[src/rtl/simple_dp_mem_pkg.sv]
// Shared types and sizes for the dual-port memory and its stream reader.
// Reader FSM states live here so the bench and RTL agree on names.
package simple_dp_mem_pkg;

    localparam int DATA_W = 16;
    localparam int ADDR_W = 10;
    localparam int LEN_W  = ADDR_W + 1;

    typedef enum logic [1:0] {
        ST_IDLE  = 2'd0,
        ST_RUN   = 2'd1,
        ST_DRAIN = 2'd2
    } rd_state_e;

endpackage

[src/rtl/reader_skid_buf.sv]
// Two-entry output buffer for the stream reader.
// Entry e0 is always the head word presented on out_dat.
module reader_skid_buf #(
    parameter int DATA_W = simple_dp_mem_pkg::DATA_W
) (
    input  logic              clk,
    input  logic              rst_n,
    input  logic              push,
    input  logic [DATA_W-1:0] din,
    input  logic              pop,
    output logic [DATA_W-1:0] out_dat,
    output logic              out_valid,
    output logic [1:0]        count
);

    logic [DATA_W-1:0] e0_q;
    logic [DATA_W-1:0] e1_q;
    logic [1:0]        cnt_q;

    // Shift/fill the two entries; head only moves on pop or fill-from-empty.
    always_ff @(posedge clk or negedge rst_n) begin
        if (!rst_n) begin
            e0_q  <= '0;
            e1_q  <= '0;
            cnt_q <= 2'd0;
        end else begin
            case ({push, pop})
                2'b10: begin
                    if (cnt_q == 2'd0) e0_q <= din;
                    else               e1_q <= din;
                    cnt_q <= cnt_q + 2'd1;
                end
                2'b01: begin
                    e0_q  <= e1_q;
                    cnt_q <= cnt_q - 2'd1;
                end
                2'b11: begin
                    if (cnt_q == 2'd2) begin
                        e0_q <= e1_q;
                        e1_q <= din;
                    end else begin
                        e0_q <= din;
                    end
                end
                default: ;
            endcase
        end
    end

    assign out_dat   = e0_q;
    assign out_valid = (cnt_q != 2'd0);
    assign count     = cnt_q;

endmodule

[src/rtl/mem_stream_reader.sv]
// Burst reader: walks simple_dp_mem from base_adr for length words
// and streams them out through a 2-entry valid/ready buffer.
module mem_stream_reader #(
    parameter int DATA_W = simple_dp_mem_pkg::DATA_W,
    parameter int ADDR_W = simple_dp_mem_pkg::ADDR_W
) (
    input  logic              clk,
    input  logic              rst_n,
    input  logic              start,
    input  logic [ADDR_W-1:0] base_adr,
    input  logic [ADDR_W:0]   length,
    output logic [ADDR_W-1:0] rd_adr,
    input  logic [DATA_W-1:0] mem_dat,
    output logic [DATA_W-1:0] out_dat,
    output logic              out_valid,
    input  logic              out_ready,
    output logic              busy,
    output logic              done
);

    import simple_dp_mem_pkg::*;

    localparam int CNT_W = ADDR_W + 1;

    rd_state_e         state_q;
    rd_state_e         state_d;
    logic [CNT_W-1:0]  remain_q;
    logic [ADDR_W-1:0] rd_adr_q;
    logic              inflight_q;
    logic              done_q;
    logic [1:0]        buf_cnt;
    logic [1:0]        occ;
    logic              pop;
    logic              issue;
    logic              accept;
    logic              zero_start;
    logic              last_xfer;

    assign pop        = out_valid & out_ready;
    assign accept     = (state_q == ST_IDLE) & start & (length != '0);
    assign zero_start = (state_q == ST_IDLE) & start & (length == '0);

    // Occupancy counts the word leaving this edge as already gone,
    // which keeps the pipe full at one word per clock.
    assign occ   = buf_cnt + {1'b0, inflight_q} - {1'b0, pop};
    assign issue = (state_q == ST_RUN) & (remain_q != '0)
                 & (occ < 2'd2);

    assign last_xfer = (state_q == ST_DRAIN) & pop & ~inflight_q
                     & (buf_cnt == 2'd1);

    // State register.
    always_ff @(posedge clk or negedge rst_n) begin
        if (!rst_n) state_q <= ST_IDLE;
        else        state_q <= state_d;
    end

    // Next-state logic.
    always_comb begin
        state_d = state_q;
        case (state_q)
            ST_IDLE:  if (accept) state_d = ST_RUN;
            ST_RUN:   if (issue && remain_q == CNT_W'(1)) state_d = ST_DRAIN;
            ST_DRAIN: if (last_xfer) state_d = ST_IDLE;
            default:  state_d = ST_IDLE;
        endcase
    end

    // Outputs decoded from state.
    always_comb begin
        busy = (state_q != ST_IDLE);
    end

    // Address, remaining count, in-flight read and done pulse.
    always_ff @(posedge clk or negedge rst_n) begin
        if (!rst_n) begin
            rd_adr_q   <= '0;
            remain_q   <= '0;
            inflight_q <= 1'b0;
            done_q     <= 1'b0;
        end else begin
            inflight_q <= issue;
            done_q     <= zero_start | last_xfer;
            if (accept) begin
                rd_adr_q <= base_adr;
                remain_q <= length;
            end else if (issue) begin
                rd_adr_q <= rd_adr_q + ADDR_W'(1);
                remain_q <= remain_q - CNT_W'(1);
            end
        end
    end

    assign rd_adr = rd_adr_q;
    assign done   = done_q;

    reader_skid_buf #(
        .DATA_W (DATA_W)
    ) u_buf (
        .clk       (clk),
        .rst_n     (rst_n),
        .push      (inflight_q),
        .din       (mem_dat),
        .pop       (pop),
        .out_dat   (out_dat),
        .out_valid (out_valid),
        .count     (buf_cnt)
    );

endmodule

[config.mk]
export PLATFORM = sky130hd
export DESIGN_NAME = mem_stream_reader
export DESIGN_NICKNAME = d
export VERILOG_FILES = /design/src/rtl/simple_dp_mem_pkg.sv /design/src/rtl/reader_skid_buf.sv /design/src/rtl/mem_stream_reader.sv
export SDC_FILE = /design/constraint.sdc
export NUM_CORES = 1
export LEC_CHECK = 0
export ABC_CLOCK_PERIOD_IN_PS = 2800
export BUFFER_PORTS_ARGS = -buffer_cell sky130_fd_sc_hd__buf_2
export CAP_MARGIN = 20
export CORE_AREA = 10 10 93 95
export CTS_CLUSTER_DIAMETER = 200
export DETAILED_ROUTE_END_ITERATION = 10
export DIE_AREA = 0 0 103 105
export PLACE_DENSITY = 0.78
export SYNTH_ARGS = -nofsm -noshare
export SYNTH_HDL_FRONTEND = slang
export SYNTH_HIERARCHICAL = 1
export SYNTH_SLANG_ARGS = --single-unit
[constraint.sdc]
create_clock -name clk -period 2.8 [get_ports clk]
set_clock_uncertainty 0.2 [all_clocks]
set_input_delay 0.14 -clock clk [delete_from_list [all_inputs] [get_ports clk]]
set_output_delay 0.14 -clock clk [all_outputs]
set_load 0.01 [all_outputs]
==> impl_metrics.env, run 1 <==
export IMPL_status="complete, no violations"
export IMPL_antennaDiodeCount=0
export IMPL_synthArstFlopShare_pct=100
export IMPL_hp_start="out_ready"
export IMPL_drive_gt1_share_pct=31.4
export IMPL_synth_distinct_cells=53
export IMPL_wire_per_inst_um=18.2
export IMPL_fmax_mhz=375
export IMPL_synth_area_um2=3230
export IMPL_synth_cells=300
export IMPL_max_cap_violations=0
export IMPL_insertion_delay_ps=330
export IMPL_grt_setup_unrepaired="no"
export IMPL_worstSetupStartpoint="u_buf/count[0]$_DFFE_PN0P_"
export IMPL_cellPowerDensity_nw_per_um2=1250
export IMPL_core_area_um2=6760
export IMPL_vias_per_cell=5.77
export IMPL_nFillCells=534
export IMPL_fin_crit_sh_pct=95.2
export IMPL_synth_area_leaders="dfrtp_1, mux2_4, a2bb2oi_1, a311oi_1, ha_1"
export IMPL_setup_violations=0
export IMPL_final_max_slew_viol_count=0
export IMPL_cts_sinks=59
export IMPL_grtUsageTotal_pct=16.6
export IMPL_finalHoldViolations=0
export IMPL_slew_headroom_pct=53.5
export IMPL_power_mw=5.48
export IMPL_place_area_um2=3700
export IMPL_path_clk_slew_ps=60
export IMPL_fin_util_pct=64.6
export IMPL_dp_slack_ps=42.1
export IMPL_dieArea_um2=10800
export IMPL_area_delta_synth_final_pct=35.2
export IMPL_clock_path_buffers=2
export IMPL_grt_max_degree=30
export IMPL_dp_hpwl_mm=6.17
export IMPL_worst_setup_path_start_kind="register"
export IMPL_vias=2883
export IMPL_ys_ff_latch=59
export IMPL_dieWidth_um=103
export IMPL_synthFlopType="dfrtp_1"
export IMPL_grt_pass1_wl_mm=15.0
export IMPL_cts_root_buf="clkbuf_8"
export IMPL_fin_ws_ps=133
export IMPL_vdd_drop_max_v=0.000693
export IMPL_multi_input_area_um2=1640
export IMPL_antenna_found_initial=0
export IMPL_start_util_pct=47.8
export IMPL_die_height_um=105
export IMPL_drt_initial_drc_count=146
export IMPL_cp_arrival_ps=2730
export IMPL_syn_avg_cell_area_um2=10.8
export IMPL_htree_levels=3
export IMPL_num_rows=30
export IMPL_gp_congestion=0.858
export IMPL_crit_fanout=13
export IMPL_first_pass_iters=4
export IMPL_yosysTopAreaCell="dfrtp_1"
export IMPL_synth_top_area_share_pct=45.7
export IMPL_yosysSeqAreaShare_pct=45.7
export IMPL_io_pins=70
export IMPL_hold_path_class="input port to register"
export IMPL_wl_mm=9.10
export IMPL_path_class="register to register"
export IMPL_synth_edf_count=0
export IMPL_worstMarginPinSlew_ps=698
export IMPL_p_leak_nw=1.95
export IMPL_ant_nets=0
export IMPL_fin_nets=465
export IMPL_grt_remaining_overflow=0
export IMPL_period_minus_slack_ps=2670
export IMPL_tritoncts="built"
export IMPL_grt_pass1_vias=3062
export IMPL_syn_nets=350
export IMPL_crit_path_end_kind="register"
export IMPL_portBuffers=69
export IMPL_drcViolationCount=0
export IMPL_regToRegStartpoint="u_buf/count[0]$_DFFE_PN0P_"
export IMPL_ys_warn_count=6
export IMPL_stdcell_area_um2=4370
export IMPL_regArea_um2=1480
export IMPL_worst_ep_required_time_ps=2870
export IMPL_cts_made_buffers=9
## cells in the mapped netlist, types with 8 or more instances
master,count
nor3_1,8
dfrtp_1,59
a2bb2oi_1,16
clkbuf_1,9
o21ai_0,21
nor2_1,15
a221o_1,10
inv_1,9
ha_1,9
nand2_1,20
a311oi_1,16
nand3_1,9
mux2_4,10
## kinds of logic (layout without fill, tap and decap cells)
logic type | after synthesis | count (layout) | share of synthesized area [%]
adder cells (fa/ha/maj) | 9 | 9 | 3.49
AND/OR/NAND/NOR | 90 | 90 | 15.6
AO/OA/AOI/OAI | 88 | 88 | 21.0
multiplexers | 16 | 16 | 6.74
XOR/XNOR | 8 | 8 | 2.17
buffers and inverters | 30 | 150 | 5.27
flip-flops | 59 | 59 | 45.7
## layout by cell type (no fill, tap or decap), types with 4 or more instances in the layout
| master | instances |
|---|---|
| nand2_1 | 20 |
| or4_1 | 5 |
| mux2_2 | 6 |
| nand3_1 | 9 |
| or3_1 | 4 |
| a2bb2oi_1 | 16 |
| dlygate4sd3_1 | 39 |
| mux2_4 | 10 |
| nor3_1 | 8 |
| a221o_1 | 10 |
| nor2_1 | 15 |
| inv_1 | 9 |
| nand4_1 | 5 |
| buf_4 | 16 |
| clkbuf_8 | 10 |
| o21ai_1 | 4 |
| ha_1 | 8 |
| buf_2 | 69 |
| dfrtp_1 | 59 |
| a311oi_1 | 16 |
| nor4_1 | 4 |
| xnor2_1 | 4 |
| o21ai_0 | 21 |
## power breakdown
group / switching (mW) / internal [mW]
clock network: 0.352 / 0.617
registers: 0.323 / 1.28
logic: 1.49 / 1.41
total: 2.17 / 3.31
## worst paths after layout
kind,end,slack (ps),cells after the start
worst min register to register,u_buf/e1_q[2]$_DFFE_PN0P_,310,1
worst max register to register,rd_adr[3]$_DFFE_PN0P_,130,9
min in group asynchronous,u_buf/out_dat[12]$_DFFE_PN0P_,190,2
worst max-delay path,rd_adr[3]$_DFFE_PN0P_,130,9
worst min-delay path,state_q[1]$_DFFE_PN0P_,180,4
max in group asynchronous,u_buf/e1_q[14]$_DFFE_PN0P_,1510,3
## layer usage
layer | global-route usage (%) | share of wire (%) | vias up
li1 | - | - | 1380
met1 | 20.8 | 43 | 1393
met2 | 27.3 | 49 | 100
met3 | 5.01 | 7.2 | 10
met4 | 3.88 | 0.85 | 0
met5 | 0 | 0 | -
## flip-flops by register name, indices dropped and copies added (netlist names)
register	flops
u_buf/count	2
rd_adr	10
inflight_q	1
state_q	2
u_buf/out_dat	16
u_buf/e1_q	16
remain_q	11
done	1
## cell type report
type | instances | area share [%]
clock buffers | 10 | 3.15
multi-input cells | 211 | 37.7
flip-flops and latches | 59 | 33.8
inverters | 10 | 0.917
repair buffers | 124 | 19.6
well taps | 80 | 2.29
clock inverters | 6 | 2.58
## per-stage QoR
step | hold WS (ps) | setup TNS (ps) | instances
2_1_floorplan | -356 | -13.1 | 300
3_3_place_gp | 16.1 | 0 | 445
3_5_place_dp | 17.1 | 0 | 445
4_1_cts | 166 | 0 | 500
5_1_grt | 189 | 0 | 500
6_report | 176 | 0 | 500
## critical path: stages, from the launching register on
cell and delay, ps:
dfrtp_1 380, or2_4 260, and2_4 170, ha_4 180
xor2_4 190, xor2_2 180, or3_4 420, buf_4 200
or3_1 350, nand3_1 90
## timing repair
action,CTS,global route
buffers inserted,0,0
resized for setup,0,3
endpoints found under the setup margin,0,7
endpoints found under the hold margin,81,0
hold buffers,39,0
No activity file was read; power rests on OpenSTA's default activity.
==> run 2: changes to the inputs <==
CORE_AREA = 10 10 96 98   (was 10 10 93 95)
DIE_AREA = 0 0 106 108   (was 0 0 103 105)
PLACE_DENSITY = 0.74   (was 0.78)
==> impl_metrics.env, run 2 (synthesized netlist as in run 1, its figures left out) <==
export IMPL_grt_pass1_wl_mm=15.8
export IMPL_cp_arrival_ps=2700
export IMPL_area_delta_synth_final_pct=36.5
export IMPL_dieArea_um2=11400
export IMPL_vdd_drop_max_v=0.000756
export IMPL_setup_tns_ps=0
export IMPL_max_cap_violations=0
export IMPL_grtUsageTotal_pct=16.8
export IMPL_htree_levels=3
export IMPL_post_cts_buffers=0
export IMPL_status="complete, no violations"
export IMPL_vias_per_cell=5.81
export IMPL_worst_setup_path_start_kind="register"
export IMPL_antenna_found_initial=0
export IMPL_grt_setup_unrepaired="no"
export IMPL_fin_nets=465
export IMPL_die_height_um=108
export IMPL_crit_fanout=8
export IMPL_wire_per_inst_um=18.2
export IMPL_p_leak_nw=1.95
export IMPL_crit_path_end_kind="register"
export IMPL_drt_initial_drc_count=250
export IMPL_dp_hpwl_mm=6.30
export IMPL_clock_path_buffers=2
export IMPL_wl_mm=9.52
export IMPL_tritoncts="built"
export IMPL_portBuffers=69
export IMPL_worst_ep_required_time_ps=2810
export IMPL_cts_made_buffers=9
export IMPL_ant_nets=0
export IMPL_final_max_slew_viol_count=0
export IMPL_dp_slack_ps=-0.0322
export IMPL_drcViolationCount=0
export IMPL_dieWidth_um=106
export IMPL_vias=3033
export IMPL_setup_violations=0
export IMPL_path_clk_slew_ps=80
export IMPL_first_pass_iters=5
export IMPL_layout_commonest_cell="buf_2"
export IMPL_r2r_slack_ps=110
export IMPL_path_class="register to register"
export IMPL_fin_crit_sh_pct=96.0
export IMPL_fmax_mhz=372
export IMPL_finalHoldViolations=0
export IMPL_antennaDiodeCount=0
export IMPL_place_area_um2=3730
export IMPL_cellPowerDensity_nw_per_um2=1280
export IMPL_hold_path_class="input port to register"
export IMPL_core_area_um2=7450
export IMPL_worstMarginPinSlew_ps=757
export IMPL_period_minus_slack_ps=2690
export IMPL_gp_congestion=0.885
export IMPL_cts_sinks=59
export IMPL_power_mw=5.62
export IMPL_layout_common_cells="buf_2, dfrtp_1, dlygate4sd3_1"
export IMPL_stdcell_area_um2=4410
export IMPL_drive_gt1_share_pct=31.4
export IMPL_fin_ws_ps=111
export IMPL_grt_max_degree=60
export IMPL_cts_root_buf="clkbuf_8"
export IMPL_start_util_pct=43.4
export IMPL_io_pins=70
export IMPL_num_rows=32
export IMPL_slew_headroom_pct=49.6
export IMPL_grt_remaining_overflow=0
export IMPL_grt_pass1_vias=3228
export IMPL_insertion_delay_ps=350
-- run 2: cell count changes in the layout (fill, tap and decap cells not counted), sizes merged --
cell | previous run | this run
clkinv | 3 | 1
clkinvlp | 0 | 1
inv | 10 | 11
-- run 2: repair_timing --
action / in CTS / in global routing
pin swaps: 0 / 2
hold buffers: 39 / 0
endpoints found under the hold margin: 113 / 0
endpoints found under the setup margin: 1 / 4
gates resized for setup: 1 / 4
cloned: 0 / 0
-- run 2: routing by layer --
layer	GRT usage (%)	vias to the layer above	part of all wire, %
met2	27.1	167	48
li1	-	1379	-
met1	20.5	1466	41
met5	0	-	0
met4	5.03	0	1.6
met3	6.19	21	9.4
-- run 2: cell type report --
cell class,count,area [um^2]
clock inverters,6,111
flip-flops and latches,59,1480
well taps,102,128
inverters,10,40.0
multi-input cells,211,1660
fillers,640,3040
repair buffers,124,856
clock buffers,10,138
-- run 2: final timing paths --
kind                                       startpoint                      endpoint  depth (start not counted)
max                        u_buf/count[0]$_DFFE_PN0P_       remain_q[3]$_DFFE_PN0P_                          9
min                                         out_ready        state_q[1]$_DFFE_PN0P_                          4
max reg2reg                u_buf/count[0]$_DFFE_PN0P_       remain_q[3]$_DFFE_PN0P_                          9
min reg2reg                 u_buf/e1_q[5]$_DFFE_PN0P_     u_buf/e1_q[5]$_DFFE_PN0P_                          1
max in group asynchronous                       rst_n       remain_q[7]$_DFFE_PN0P_                          3
min in group asynchronous                       rst_n  u_buf/out_dat[0]$_DFFE_PN0P_                          3
-- run 2: power by group --
| part | switching (mW) | leakage [nW] | total, mW | internal [mW] |
|---|---|---|---|---|
| combinational | 1.55 | 1.12 | 3.01 | 1.46 |
| sequential | 0.340 | 0.706 | 1.62 | 1.28 |
| clock | 0.377 | 0.123 | 0.994 | 0.617 |
-- run 2: worst max-delay path: stages (launching register included) --
cell	delay, ps
dfrtp_1	380
or2_4	250
and2_4	160
ha_4	180
xor2_4	190
xor2_2	180
or3_4	430
buf_4	190
o311ai_4	250
o311ai_1	150
-- run 2: per-stage QoR --
step | cells | hold WS, ps | util, %
global route | 522 | 184 | 59.2
global placement | 467 | 130 | 50.1
CTS | 522 | 146 | 58.7
finish | 522 | 156 | 59.2
floorplan | 300 | -356 | -
detailed placement | 467 | 150 | 50.1
==> run 3: changes to the inputs <==
CORE_AREA = 10 10 101 94   (was 10 10 96 98)
DIE_AREA = 0 0 111 104   (was 0 0 106 108)
PLACE_DENSITY = 0.73   (was 0.74)
==> impl_metrics.env, run 3 (synthesized netlist as in run 1, its figures left out) <==
export IMPL_dp_slack_ps=52.3
export IMPL_cp_cell_sequence="or2_4 > and2_4 > ha_4 > xor2_2 > xnor2_1 > nand4_1 > nor4b_1 > buf_4 > o21ai_0"
export IMPL_fin_nets=467
export IMPL_globalRouteMet2Util_pct=24.1
export IMPL_power_mw=5.35
export IMPL_crit_family="simple AND/OR/NAND/NOR gates"
export IMPL_p_leak_nw=1.93
export IMPL_start_util_pct=43.7
export IMPL_cts_sinks=59
export IMPL_grt_pass1_wl_mm=14.9
export IMPL_dieWidth_um=111
export IMPL_drcViolationCount=0
export IMPL_io_pins=70
export IMPL_status="complete, no violations"
export IMPL_htree_levels=3
export IMPL_grtUsageTotal_pct=15.2
export IMPL_grt_pass1_vias=2958
export IMPL_layout_common_cells="buf_2, dfrtp_1, dlygate4sd3_1"
export IMPL_grt_remaining_overflow=0
export IMPL_dp_cells=463
export IMPL_hold_path_class="input port to register"
export IMPL_fin_crit_sh_pct=96.6
export IMPL_max_cap_violations=0
export IMPL_regToRegStartpoint="u_buf/count[0]$_DFFE_PN0P_"
export IMPL_crit_fanout=5
export IMPL_worst_path_max_delay_cell="nor4b_1"
export IMPL_layout_commonest_cell="buf_2"
export IMPL_die_height_um=104
export IMPL_first_pass_iters=4
export IMPL_period_minus_slack_ps=2700
export IMPL_drt_initial_drc_count=129
export IMPL_vdd_drop_max_v=0.000552
export IMPL_hold_path_depth=4
export IMPL_vias_per_cell=5.69
export IMPL_wl_mm=9.02
export IMPL_wire_per_inst_um=17.4
export IMPL_regToRegEndpoint="state_q[0]$_DFFE_PN0P_"
export IMPL_hp_start="out_ready"
export IMPL_portBuffers=69
export IMPL_fin_ws_ps=96.2
export IMPL_cts_root_buf="clkbuf_8"
export IMPL_cp_depth=9
export IMPL_post_cts_buffers=0
export IMPL_crit_buf_inv=1
export IMPL_dieArea_um2=11500
export IMPL_path_clk_slew_ps=70
export IMPL_hold_end="state_q[1]$_DFFE_PN0P_"
export IMPL_ant_nets=0
export IMPL_crit_path_end_kind="register"
export IMPL_final_max_slew_viol_count=0
export IMPL_antennaDiodeCount=0
export IMPL_cellPowerDensity_nw_per_um2=1230
export IMPL_r2r_slack_ps=100
export IMPL_finalHoldViolations=0
export IMPL_grt_setup_unrepaired="yes"
export IMPL_fmax_mhz=370
export IMPL_drive_gt1_share_pct=31.5
export IMPL_gr_usage_met1_pct=18.4
export IMPL_dp_hpwl_mm=6.07
export IMPL_met3_usage_pct=5.88
export IMPL_critPathMaxStageDelay_ps=390
export IMPL_path_class="register to register"
export IMPL_cp_arrival_ps=2730
export IMPL_clock_path_buffers=2
export IMPL_num_rows=30
export IMPL_worst_setup_path_start_kind="register"
export IMPL_insertion_delay_ps=340
export IMPL_worst_ep_required_time_ps=2820
export IMPL_antenna_found_initial=0
export IMPL_area_delta_synth_final_pct=34.6
export IMPL_tritoncts="built"
export IMPL_cts_made_buffers=9
export IMPL_grt_busiest_layer="met2"
export IMPL_grt_max_degree=60
export IMPL_worstMarginPinSlew_ps=749
export IMPL_vias=2945
export IMPL_gp_congestion=0.854
export IMPL_setup_violations=0
export IMPL_core_area_um2=7390
export IMPL_slew_headroom_pct=50.0
export IMPL_instances_no_fill=518
export IMPL_r2r_worst_path_cells=9
==> run 3: changes by cell type in the layout (fill, tap and decap cells not counted), sizes merged <==
| cell | previous run | this run |
|---|---|---|
| inv | 11 | 10 |
| clkbuf | 10 | 12 |
| clkinv | 1 | 2 |
| bufinv | 3 | 1 |
| buf | 85 | 87 |
==> run 3: final cells by class <==
type                       count  area [um^2]
clock buffer                  12          165
clock inverter                 4         47.5
fill                         605         3050
inverter                      10         40.0
multi-input combinational    211         1630
sequential                    59         1480
tap                           96          120
timing repair buffer         126          871
==> run 3: through the flow <==
stage	cell area, um^2	TNS, ps	utilization (%)	hold slack, ps
detailed placement	3740	0	50.5	143
CTS	4340	0	58.7	185
global placement	3740	0	50.5	147
global route	4350	-5.94	58.8	199
floorplan	3270	-13.1	-	-356
finish	4350	0	58.8	196
==> run 3: routing by layer <==
layer  up-vias  share of wire [%]  routed length, um
met4         0                1.9                167
met5         -                  0                  0
met2       111                 48               4340
met3        16                7.1                644
met1      1437                 43               3870
li1       1381                  -                  -
==> run 3: timing repair <==
| item | in CTS | in global routing |
|---|---|---|
| hold buffers | 39 | 0 |
| endpoints found under the hold margin | 113 | 0 |
| endpoints found under the setup margin | 0 | 6 |
| resized for setup | 0 | 1 |
==> run 3: worst max path at each step <==
stage / startpoint / end / slack, ps
2_1_floorplan: u_buf/count[0]$_DFFE_PN0P_ / remain_q[3]$_DFFE_PN0P_ / -10
3_3_place_gp: u_buf/count[0]$_DFFE_PN0P_ / rd_adr[3]$_DFFE_PN0P_ / 70
3_5_place_dp: u_buf/count[0]$_DFFE_PN0P_ / rd_adr[3]$_DFFE_PN0P_ / 50
4_1_cts: u_buf/count[0]$_DFFE_PN0P_ / rd_adr[3]$_DFFE_PN0P_ / 20
5_1_grt: u_buf/count[0]$_DFFE_PN0P_ / state_q[0]$_DFFE_PN0P_ / -6
6_report: u_buf/count[0]$_DFFE_PN0P_ / state_q[0]$_DFFE_PN0P_ / 100
==> run 3: power by group <==
part	internal, mW	leakage (nW)	switching, mW
Combinational	1.43	1.12	1.49
Clock	0.481	0.108	0.352
Sequential	1.28	0.706	0.320
Total	3.19	1.93	2.17
==> run 3: worst reg2reg max path, stage by stage (launching register included) <==
cell and delay [ps]:
dfrtp_1 370, or2_4 260, and2_4 170, ha_4 160, xor2_2 190, xnor2_1 380
nand4_1 220, nor4b_1 390, buf_4 180, o21ai_0 60
